--- src/rtl/mc_router_xbar_if.sv ---
// Port bundle of the multicast crossbar: per-port flit buses with valid/ready
// on both the injection and ejection sides.
interface mc_router_xbar_if #(
  parameter int NUM_PORTS = 5,
  parameter int DATASIZE  = 30
);
  logic [NUM_PORTS*DATASIZE-1:0] in_data;
  logic [NUM_PORTS-1:0]          in_valid;
  logic [NUM_PORTS-1:0]          in_ready;
  logic [NUM_PORTS*DATASIZE-1:0] out_data;
  logic [NUM_PORTS-1:0]          out_valid;
  logic [NUM_PORTS-1:0]          out_ready;
  logic [NUM_PORTS-1:0]          drop_pulse;

  modport slave (
    input  in_data, in_valid, out_ready,
    output in_ready, out_data, out_valid, drop_pulse
  );

  modport master (
    output in_data, in_valid, out_ready,
    input  in_ready, out_data, out_valid, drop_pulse
  );
endinterface

--- src/rtl/mc_router_xbar.sv ---
// Input-buffered NUM_PORTS crossbar with mask-routed multicast, partial fork
// service, per-output round-robin arbitration and registered outputs.
module mc_router_xbar #(
  parameter int NUM_PORTS = 5,
  parameter int DATASIZE  = 30,
  parameter int DEPTH     = 4,
  parameter int WIDTH     = 2
) (
  input  logic            clk,
  input  logic            rst,
  mc_router_xbar_if.slave bus
);
  localparam int PW = (NUM_PORTS > 1) ? $clog2(NUM_PORTS) : 1;

  typedef logic [NUM_PORTS-1:0] mask_t;
  typedef logic [DATASIZE-1:0]  flit_t;

  flit_t          mem       [NUM_PORTS][DEPTH];
  logic [WIDTH:0] wr_ptr    [NUM_PORTS];
  logic [WIDTH:0] rd_ptr    [NUM_PORTS];
  mask_t          pend      [NUM_PORTS];
  mask_t          pend_load;
  logic [PW-1:0]  rr_ptr    [NUM_PORTS];

  mask_t          full, empty, push, pop, drop, grant_any;
  flit_t          head      [NUM_PORTS];
  mask_t          req_mask  [NUM_PORTS];  // outputs still owed a copy, per input
  mask_t          won       [NUM_PORTS];  // outputs granted this cycle, per input
  logic [PW-1:0]  grant_idx [NUM_PORTS];

  // A freshly exposed head competes with its full header mask in the same cycle.
  always_comb begin
    for (int p = 0; p < NUM_PORTS; p++) begin
      empty[p] = (wr_ptr[p] == rd_ptr[p]);
      full[p]  = (wr_ptr[p][WIDTH] != rd_ptr[p][WIDTH]) &&
                 (wr_ptr[p][WIDTH-1:0] == rd_ptr[p][WIDTH-1:0]);
      push[p]  = bus.in_valid[p] && !full[p];
      head[p]  = mem[p][rd_ptr[p][WIDTH-1:0]];
      if (empty[p])          req_mask[p] = '0;
      else if (pend_load[p]) req_mask[p] = head[p][DATASIZE-1 -: NUM_PORTS];
      else                   req_mask[p] = pend[p];
    end
  end

  assign bus.in_ready = ~full;

  // NOTE: every output of this block gets a default before any conditional
  // assignment, so no path leaves a signal holding its old value (no latch).
  always_comb begin
    logic [PW:0]   cand;
    logic [PW-1:0] sel;
    cand      = '0;
    sel       = '0;
    grant_any = '0;
    for (int i = 0; i < NUM_PORTS; i++) begin
      won[i]       = '0;
      grant_idx[i] = '0;
    end
    for (int o = 0; o < NUM_PORTS; o++) begin
      if (!bus.out_valid[o] || bus.out_ready[o]) begin
        for (int k = 0; k < NUM_PORTS; k++) begin
          cand = {1'b0, rr_ptr[o]} + (PW+1)'(k);
          if (cand >= (PW+1)'(NUM_PORTS)) cand = cand - (PW+1)'(NUM_PORTS);
          sel = cand[PW-1:0];
          if (!grant_any[o] && req_mask[sel][o]) begin
            grant_any[o]  = 1'b1;
            grant_idx[o]  = sel;
            won[sel][o]   = 1'b1;
          end
        end
      end
    end
  end

  // A head retires once nothing is left owed; a zero mask retires immediately.
  always_comb begin
    for (int p = 0; p < NUM_PORTS; p++) begin
      pop[p]  = !empty[p] && ((req_mask[p] & ~won[p]) == '0);
      drop[p] = !empty[p] && (req_mask[p] == '0);
    end
  end

  // NOTE: FIFO storage is left unreset on purpose; the pointers alone decide
  // which entries are valid, so clearing the array would only cost logic.
  always_ff @(posedge clk) begin
    for (int p = 0; p < NUM_PORTS; p++)
      if (push[p]) mem[p][wr_ptr[p][WIDTH-1:0]] <= bus.in_data[p*DATASIZE +: DATASIZE];
  end

  // NOTE: state is updated with non-blocking assignments so every register
  // samples the pre-edge values regardless of statement order.
  always_ff @(posedge clk) begin
    if (rst) begin
      for (int p = 0; p < NUM_PORTS; p++) begin
        wr_ptr[p] <= '0;
        rd_ptr[p] <= '0;
        pend[p]   <= '0;
        rr_ptr[p] <= '0;
      end
      pend_load      <= '1;
      bus.out_valid  <= '0;
      bus.out_data   <= '0;
      bus.drop_pulse <= '0;
    end else begin
      for (int p = 0; p < NUM_PORTS; p++) begin
        if (push[p]) wr_ptr[p] <= wr_ptr[p] + 1'b1;
        if (pop[p]) begin
          rd_ptr[p]    <= rd_ptr[p] + 1'b1;
          pend_load[p] <= 1'b1;
        end else if (!empty[p]) begin
          pend[p]      <= req_mask[p] & ~won[p];
          pend_load[p] <= 1'b0;
        end
      end
      for (int o = 0; o < NUM_PORTS; o++) begin
        if (grant_any[o]) begin
          bus.out_data[o*DATASIZE +: DATASIZE] <= head[grant_idx[o]];
          bus.out_valid[o] <= 1'b1;
          rr_ptr[o] <= (grant_idx[o] == PW'(NUM_PORTS-1)) ? '0 : grant_idx[o] + 1'b1;
        end else if (bus.out_ready[o]) begin
          bus.out_valid[o] <= 1'b0;
        end
      end
      bus.drop_pulse <= drop;
    end
  end
endmodule

--- src/flat_wrapper.sv ---
// flat-port wrapper written by rule: the top's interface ports become plain ports
module mc_router_xbar_flat 
#(
  parameter int NUM_PORTS = 5,
  parameter int DATASIZE  = 30,
  parameter int DEPTH     = 4,
  parameter int WIDTH     = 2
)
  (clk, rst, bus_in_data, bus_in_valid, bus_out_ready, bus_in_ready, bus_out_data, bus_out_valid, bus_drop_pulse);
  mc_router_xbar_if #(.NUM_PORTS(NUM_PORTS), .DATASIZE(DATASIZE)) bus_i ();
  input  logic clk;
  input  logic rst;
  input wire logic [$bits(bus_i.in_data)-1:0] bus_in_data;
  input wire logic [$bits(bus_i.in_valid)-1:0] bus_in_valid;
  input wire logic [$bits(bus_i.out_ready)-1:0] bus_out_ready;
  output wire logic [$bits(bus_i.in_ready)-1:0] bus_in_ready;
  output wire logic [$bits(bus_i.out_data)-1:0] bus_out_data;
  output wire logic [$bits(bus_i.out_valid)-1:0] bus_out_valid;
  output wire logic [$bits(bus_i.drop_pulse)-1:0] bus_drop_pulse;
  assign bus_i.in_data = bus_in_data;
  assign bus_i.in_valid = bus_in_valid;
  assign bus_i.out_ready = bus_out_ready;
  assign bus_in_ready = bus_i.in_ready;
  assign bus_out_data = bus_i.out_data;
  assign bus_out_valid = bus_i.out_valid;
  assign bus_drop_pulse = bus_i.drop_pulse;
  mc_router_xbar #(.NUM_PORTS(NUM_PORTS), .DATASIZE(DATASIZE), .DEPTH(DEPTH), .WIDTH(WIDTH)) u_core (.clk(clk), .rst(rst), .bus(bus_i));
endmodule
--- config.mk ---
export PLATFORM = sky130hd
export DESIGN_NAME = mc_router_xbar_flat
export DESIGN_NICKNAME = d
export VERILOG_FILES = /design/src/rtl/mc_router_xbar_if.sv /design/src/rtl/mc_router_xbar.sv /design/src/flat_wrapper.sv
export SDC_FILE = /design/constraint.sdc
export NUM_CORES = 2
export LEC_CHECK = 0
export ABC_AREA = 1
export BUFFER_PORTS_ARGS = -buffer_cell sky130_fd_sc_hd__buf_2
export CORE_MARGIN = 3
export CORE_UTILIZATION = 25
export CTS_BUF_LIST = sky130_fd_sc_hd__clkbuf_4
export DETAILED_ROUTE_END_ITERATION = 12
export GPL_TIMING_DRIVEN = 0
export PLACE_DENSITY_LB_ADDON = 0.2
export REMOVE_ABC_BUFFERS = 1
export SKIP_CTS_REPAIR_TIMING = 1
export SLEW_MARGIN = 20
export SYNTH_ARGS = -nofsm -noshare
export SYNTH_HDL_FRONTEND = slang
export SYNTH_SLANG_ARGS = --single-unit
--- constraint.sdc ---
create_clock -name clk -period 4.9 [get_ports clk]
set_input_delay 0.245 -clock clk [delete_from_list [all_inputs] [get_ports clk]]
set_output_delay 0.245 -clock clk [all_outputs]
set_load 0.05 [all_outputs]
After elaboration in Yosys (flattened, before gate mapping)
Memories as Yosys holds them, arrays and structs flattened. Cells that the tools add are included.

Bitwise gates (word level): 95. $lt $le $gt $ge: 95. Divide/modulo/power cells: 0. Mux-type cells: 462. Add/sub/neg operators: 60. $mul: 0. Reductions and logical operators: 130. Equal/unequal tests: 20. Shift operators: 0.

Operators with widths (count): 2-to-1 mux 25 bit (50); 2-to-1 mux 30 bit (25); 2-to-1 mux 120 bit (5); bitwise OR 25 bit (24); binary-select mux 30 bit (select 3 bit) (5); binary-select mux 5 bit (select 3 bit) (25); demux 5 bit (select 3 bit) (25); 2-to-1 mux 3 bit (115); binary-select mux 30 bit (select 2 bit) (5); demux 30 bit (select 2 bit) (5); 2-to-1 mux 5 bit (30); 2-to-1 mux 1 bit (142); greater-or-equal comparator 4 bit, second input constant (30); inverter 3 -> 4 bit (30); less-than comparator 4 x 1 -> 1 bit, second input constant (25); greater-or-equal comparator 4 x 3 -> 1 bit, second input constant (20); subtractor 3 bit, second input constant (25); logical AND 1 bit (70); 2-to-1 mux 4 bit (15); zero test 5 bit (10); adder 3 x 1 -> 3 bit, second input constant (15); greater-or-equal comparator 3 bit, second input constant (15); adder 3 x 2 -> 4 bit, second input constant (10); zero test 1 bit (35); other kinds (15) (106).

Memories kept: 5. Bits in read-only memories: 0. Bits in latches: 0. Output and inout port bits: 165. Bits in registers: 165. Bits in writable memories: 670. Word-level logic and storage cells: 883.

Memories: u_core.mem (depth 5, width 120, read ports 5, clocked after Yosys merged registers in 0, write ports 5, line mc_router_xbar.sv:18) `flit_t mem [NUM_PORTS][DEPTH];`; u_core.pend (depth 5, width 5, read ports 5, clocked after Yosys merged registers in 0, write ports 5, line mc_router_xbar.sv:21) `mask_t pend [NUM_PORTS];`; u_core.rd_ptr (depth 5, width 3, read ports 5, clocked after Yosys merged registers in 0, write ports 5, line mc_router_xbar.sv:20) `logic [WIDTH:0] rd_ptr [NUM_PORTS];`; u_core.rr_ptr (depth 5, width 3, read ports 5, clocked after Yosys merged registers in 0, write ports 5, line mc_router_xbar.sv:23) `logic [PW-1:0] rr_ptr [NUM_PORTS];`; u_core.wr_ptr (depth 5, width 3, read ports 5, clocked after Yosys merged registers in 0, write ports 5, line mc_router_xbar.sv:19) `logic [WIDTH:0] wr_ptr [NUM_PORTS];`.

Logic depth before layout (Yosys ltp)
An unclocked memory read counts as a cell.

Depth in word-level cells: 96. Gate-level depth with buffers: 32.

Worst setup path before layout
OpenSTA, ideal clock, no wires.

Path type: flip-flop to flip-flop. From: memory u_core.rr_ptr[0][6] (netlist name). To: memory u_core.rr_ptr[0][8] (netlist name), data pin. Path buffers: 2. Stages on the path, launching flop included: 29. Data arrival time: 3692 ps. Setup time: 146 ps. Clock period less this slack: 3838 ps. Data required time: 4754 ps. Path slack: 1062 ps. Path through: edfxtp_1 buf_2 inv_1 ha_1 inv_1 fa_1 inv_1 nand2_1 nand2_1 nand2_1 nand2_1 inv_1 nand2_1 nor2_1 nand2_1 nand3_1 nor2_2 nand3b_1 o211ai_1 o21ai_1 nand2_1 nand2_1 nand2_1 nand2_1 buf_2 inv_1 ha_1 or2_2 a21oi_1.

RTL lines (line): start: declaration (mc_router_xbar.sv:23).

==> flow_summary.yaml <==
die:
  dieArea_um2: 184000
  core_um2: 177000
  die_w_um: 429
  die_h_um: 429
  ios: 327
  initial_core_util_pct: 25.3
  rows: 154
logic_synthesis:
  avgSynthCellArea_um2: 8.42
  ys.flop_type: "edfxtp_1"
  syn_area_um2: 44800
  yosysMostFrequentCell: "nand2_1"
  synth_edf_count: 670
  yosysUniqueCellTypes: 54
  synth_common_cells: "nand2_1 (1840), edfxtp_1 (670), nand3_1 (590)"
  synth_top_cell_by_area: "edfxtp_1"
  ys_seq_elements: 835
  syn-instance-count: 5325
  ys_warn_count: 0
  synth_area_leaders: "edfxtp_1 (45%), nand2_1 (15%), dfxtp_1 (7.4%)"
  yosys.area.top_type_share_pct: 44.9
  synth_seq_area_share_pct: 52.2
  synthArstFlopShare_pct: 0
clock_tree:
  numCtsBuffers: 231
  numClockSinks: 835
  clock_latency_ps: 1250
  root_buffer: "clkbuf_4"
  ctsHtreeMaxLevel: 4
  cts_tree: "built"
  path_clk_slew_ps: 70
  clockBufferDepth: 3
sta:
  maxSlewViolCount: 0
  fin_crit_sh_pct: 97.0
  max_slew_margin_pct: 27.9
  hold_viol: 0
  fin_skew_ps: 152
  fmax_mhz: 210
  fin_crit_ps: 4750
  timing.hold.ws_ps: 130
  setup_viol: 0
  worst_slew_pin_slew_ps: 1080
min_path:
  min_from: "bus_in_valid[4]"
  hold_class: "input port to flop"
place:
  dpl-instance-area_um2: 49800
  place.gp.congestion: 0.892
  dp_hpwl_mm: 135
  port_buffers: 326
global_route:
  met1_usage_pct: 23.5
  antenna_found_initial: 39
  grt_pass1_vias: 38013
  gr-usage-all-layers_pct: 19.8
  grtUsageMet2_pct: 34.2
  grtUsageMet3_pct: 3.74
  grt_max_degree: 97
  gr-total-overflow: 0
  grt_pass1_wl_mm: 268
  grt_busiest_layer: "met2"
critical_path:
  cp_common_cell: "nand2_1"
  reg2reg_depth: 21
  crit_path_end_kind: "flop"
  r2r_slack_ps: 150
  crit_slowest_cell: "nor3_2"
  r2r_end: "u_core.bus.out_data[96]"
  required_ps: 6020
  cp.arrival_ps: 5870
  critPathKind: "flop to flop"
  critical_path.cell_chain: "buf_12, buf_4, xnor2_2, nand3_2, nand3_1, nand2_1, nand2_1, nor2_1, nand2_1, nand2_1, inv_1, nand2_1, o211ai_1, nor3_1, nor3_2, buf_4, buf_4, nand3_1, nand2_1, nand2_1, a31oi_1"
  worstPathMaxFanout: 16
  cp-start-kind: "flop"
  slowest_delay_ps: 630
  critical_path.startpoint: "u_core.rd_ptr[0][9]"
  crit_path_end: "u_core.bus.out_data[96]"
  reg2reg_from: "u_core.rd_ptr[0][9]"
finish:
  area_growth_pct: 28.7
  final_cell_area_um2: 57700
  drive_gt1_share_pct: 18.9
  post-route-util_pct: 32.5
  nets: 6316
flow_run:
  max_cap_viol_count: 0
routing:
  ant_nets: 0
  wl_per_cell_um: 22.8
  num_vias: 42300
  dr.pass1.iters: 8
  drt_iter0_drc: 3916
  wirelength_mm: 197
  drc: 0
  via_per_inst: 4.90
status:
  status: "finished, final reports clean"
[how the worst min path moves through the flow]
| stage | slack (ps) | end | cells past startpoint |
|---|---|---|---|
| 3_3_place_gp | 460 | u_core.mem[0][553] | 1 |
| 6_report | 130 | u_core.wr_ptr[0][14] | 3 |
| 2_1_floorplan | 310 | u_core.bus.out_valid[0] | 1 |
| 3_5_place_dp | 460 | u_core.mem[0][458] | 1 |
| 5_1_grt | 2 | u_core.wr_ptr[0][14] | 3 |
| 4_1_cts | -970 | u_core.mem[0][580] | 1 |
[cells in the final DEF, fill, tap and decap left out, types with 27 or more instances in the layout]
| master | count |
|---|---|
| nand2_1 | 1818 |
| edfxtp_1 | 670 |
| nand3_1 | 579 |
| clkbuf_4 | 359 |
| buf_2 | 326 |
| dlygate4sd3_1 | 312 |
| nor2_1 | 281 |
| o21ai_0 | 280 |
| inv_1 | 257 |
| a21oi_1 | 202 |
| dfxtp_1 | 165 |
| a31oi_1 | 101 |
| a32o_1 | 98 |
| buf_4 | 80 |
| ha_1 | 76 |
| clkinv_1 | 51 |
| inv_2 | 41 |
| nor2_4 | 41 |
| nand2_2 | 39 |
| nand3_2 | 37 |
| nand4_1 | 37 |
| buf_12 | 34 |
| o22ai_1 | 29 |
| nor2_2 | 27 |
[registers in the layout, summed over array words and instances, names as in the netlist]
signal,cells
u_core.pend,25
u_core.rr_ptr,15
u_core.rd_ptr,15
u_core.bus.drop_pulse,5
u_core.bus.out_data,150
u_core.pend_load,5
u_core.wr_ptr,15
u_core.mem,600
u_core.bus.out_valid,5
[cell type report]
type,count,area (µm²)
Fill cell,18749,120000
Sequential cell,835,23400
Multi-Input combinational cell,3881,19600
Timing Repair Buffer,796,7000
Tap cell,2340,2930
Clock buffer,359,2700
Inverter,327,1420
Clock inverter,78,534
Antenna cell,18,45.0
Timing Repair inverter,1,11.3
[worst max-delay path: cells and delay by family, from the launching register on]
kind                   cells  cell delay [ps]
AO/OA/AOI/OAI              2              340
XOR/XNOR                   1              180
buffers and inverters      5              950
flip-flops                 1              410
AND/OR/NAND/NOR           13             2760
[stage by stage]
stage               setup TNS, ps  std cells  setup slack (ps)
floorplan                 -134730       5033             -1660
global placement         -2187500       7699             -7440
detailed placement        -206300       7772             -1790
CTS                       -211740       8209             -1880
global route                 -277       8627             -60.4
finish                          0       8635               145
[cell families (layout without fill, tap and decap cells)]
group	count (synthesis)	after routing	synth area share, %
AO/OA/AOI/OAI	792	792	10.7
adder cells (fa/ha/maj)	81	81	2.34
XOR/XNOR	42	42	0.921
other	0	18	0
flip-flops	835	835	52.2
buffers and inverters	619	1561	5.82
AND/OR/NAND/NOR	2956	2966	28.0
[routing by layer]
| layer | vias to the layer above | wire [µm] |
|---|---|---|
| met5 | - | 25 |
| met4 | 4 | 9230 |
| met3 | 376 | 13500 |
| met2 | 1697 | 96000 |
| met1 | 20304 | 78100 |
| li1 | 19919 | - |
Power is left out: the tool's default activity adds up to more than one toggle a clock period on the data nets, which glitch-free logic cannot reach.
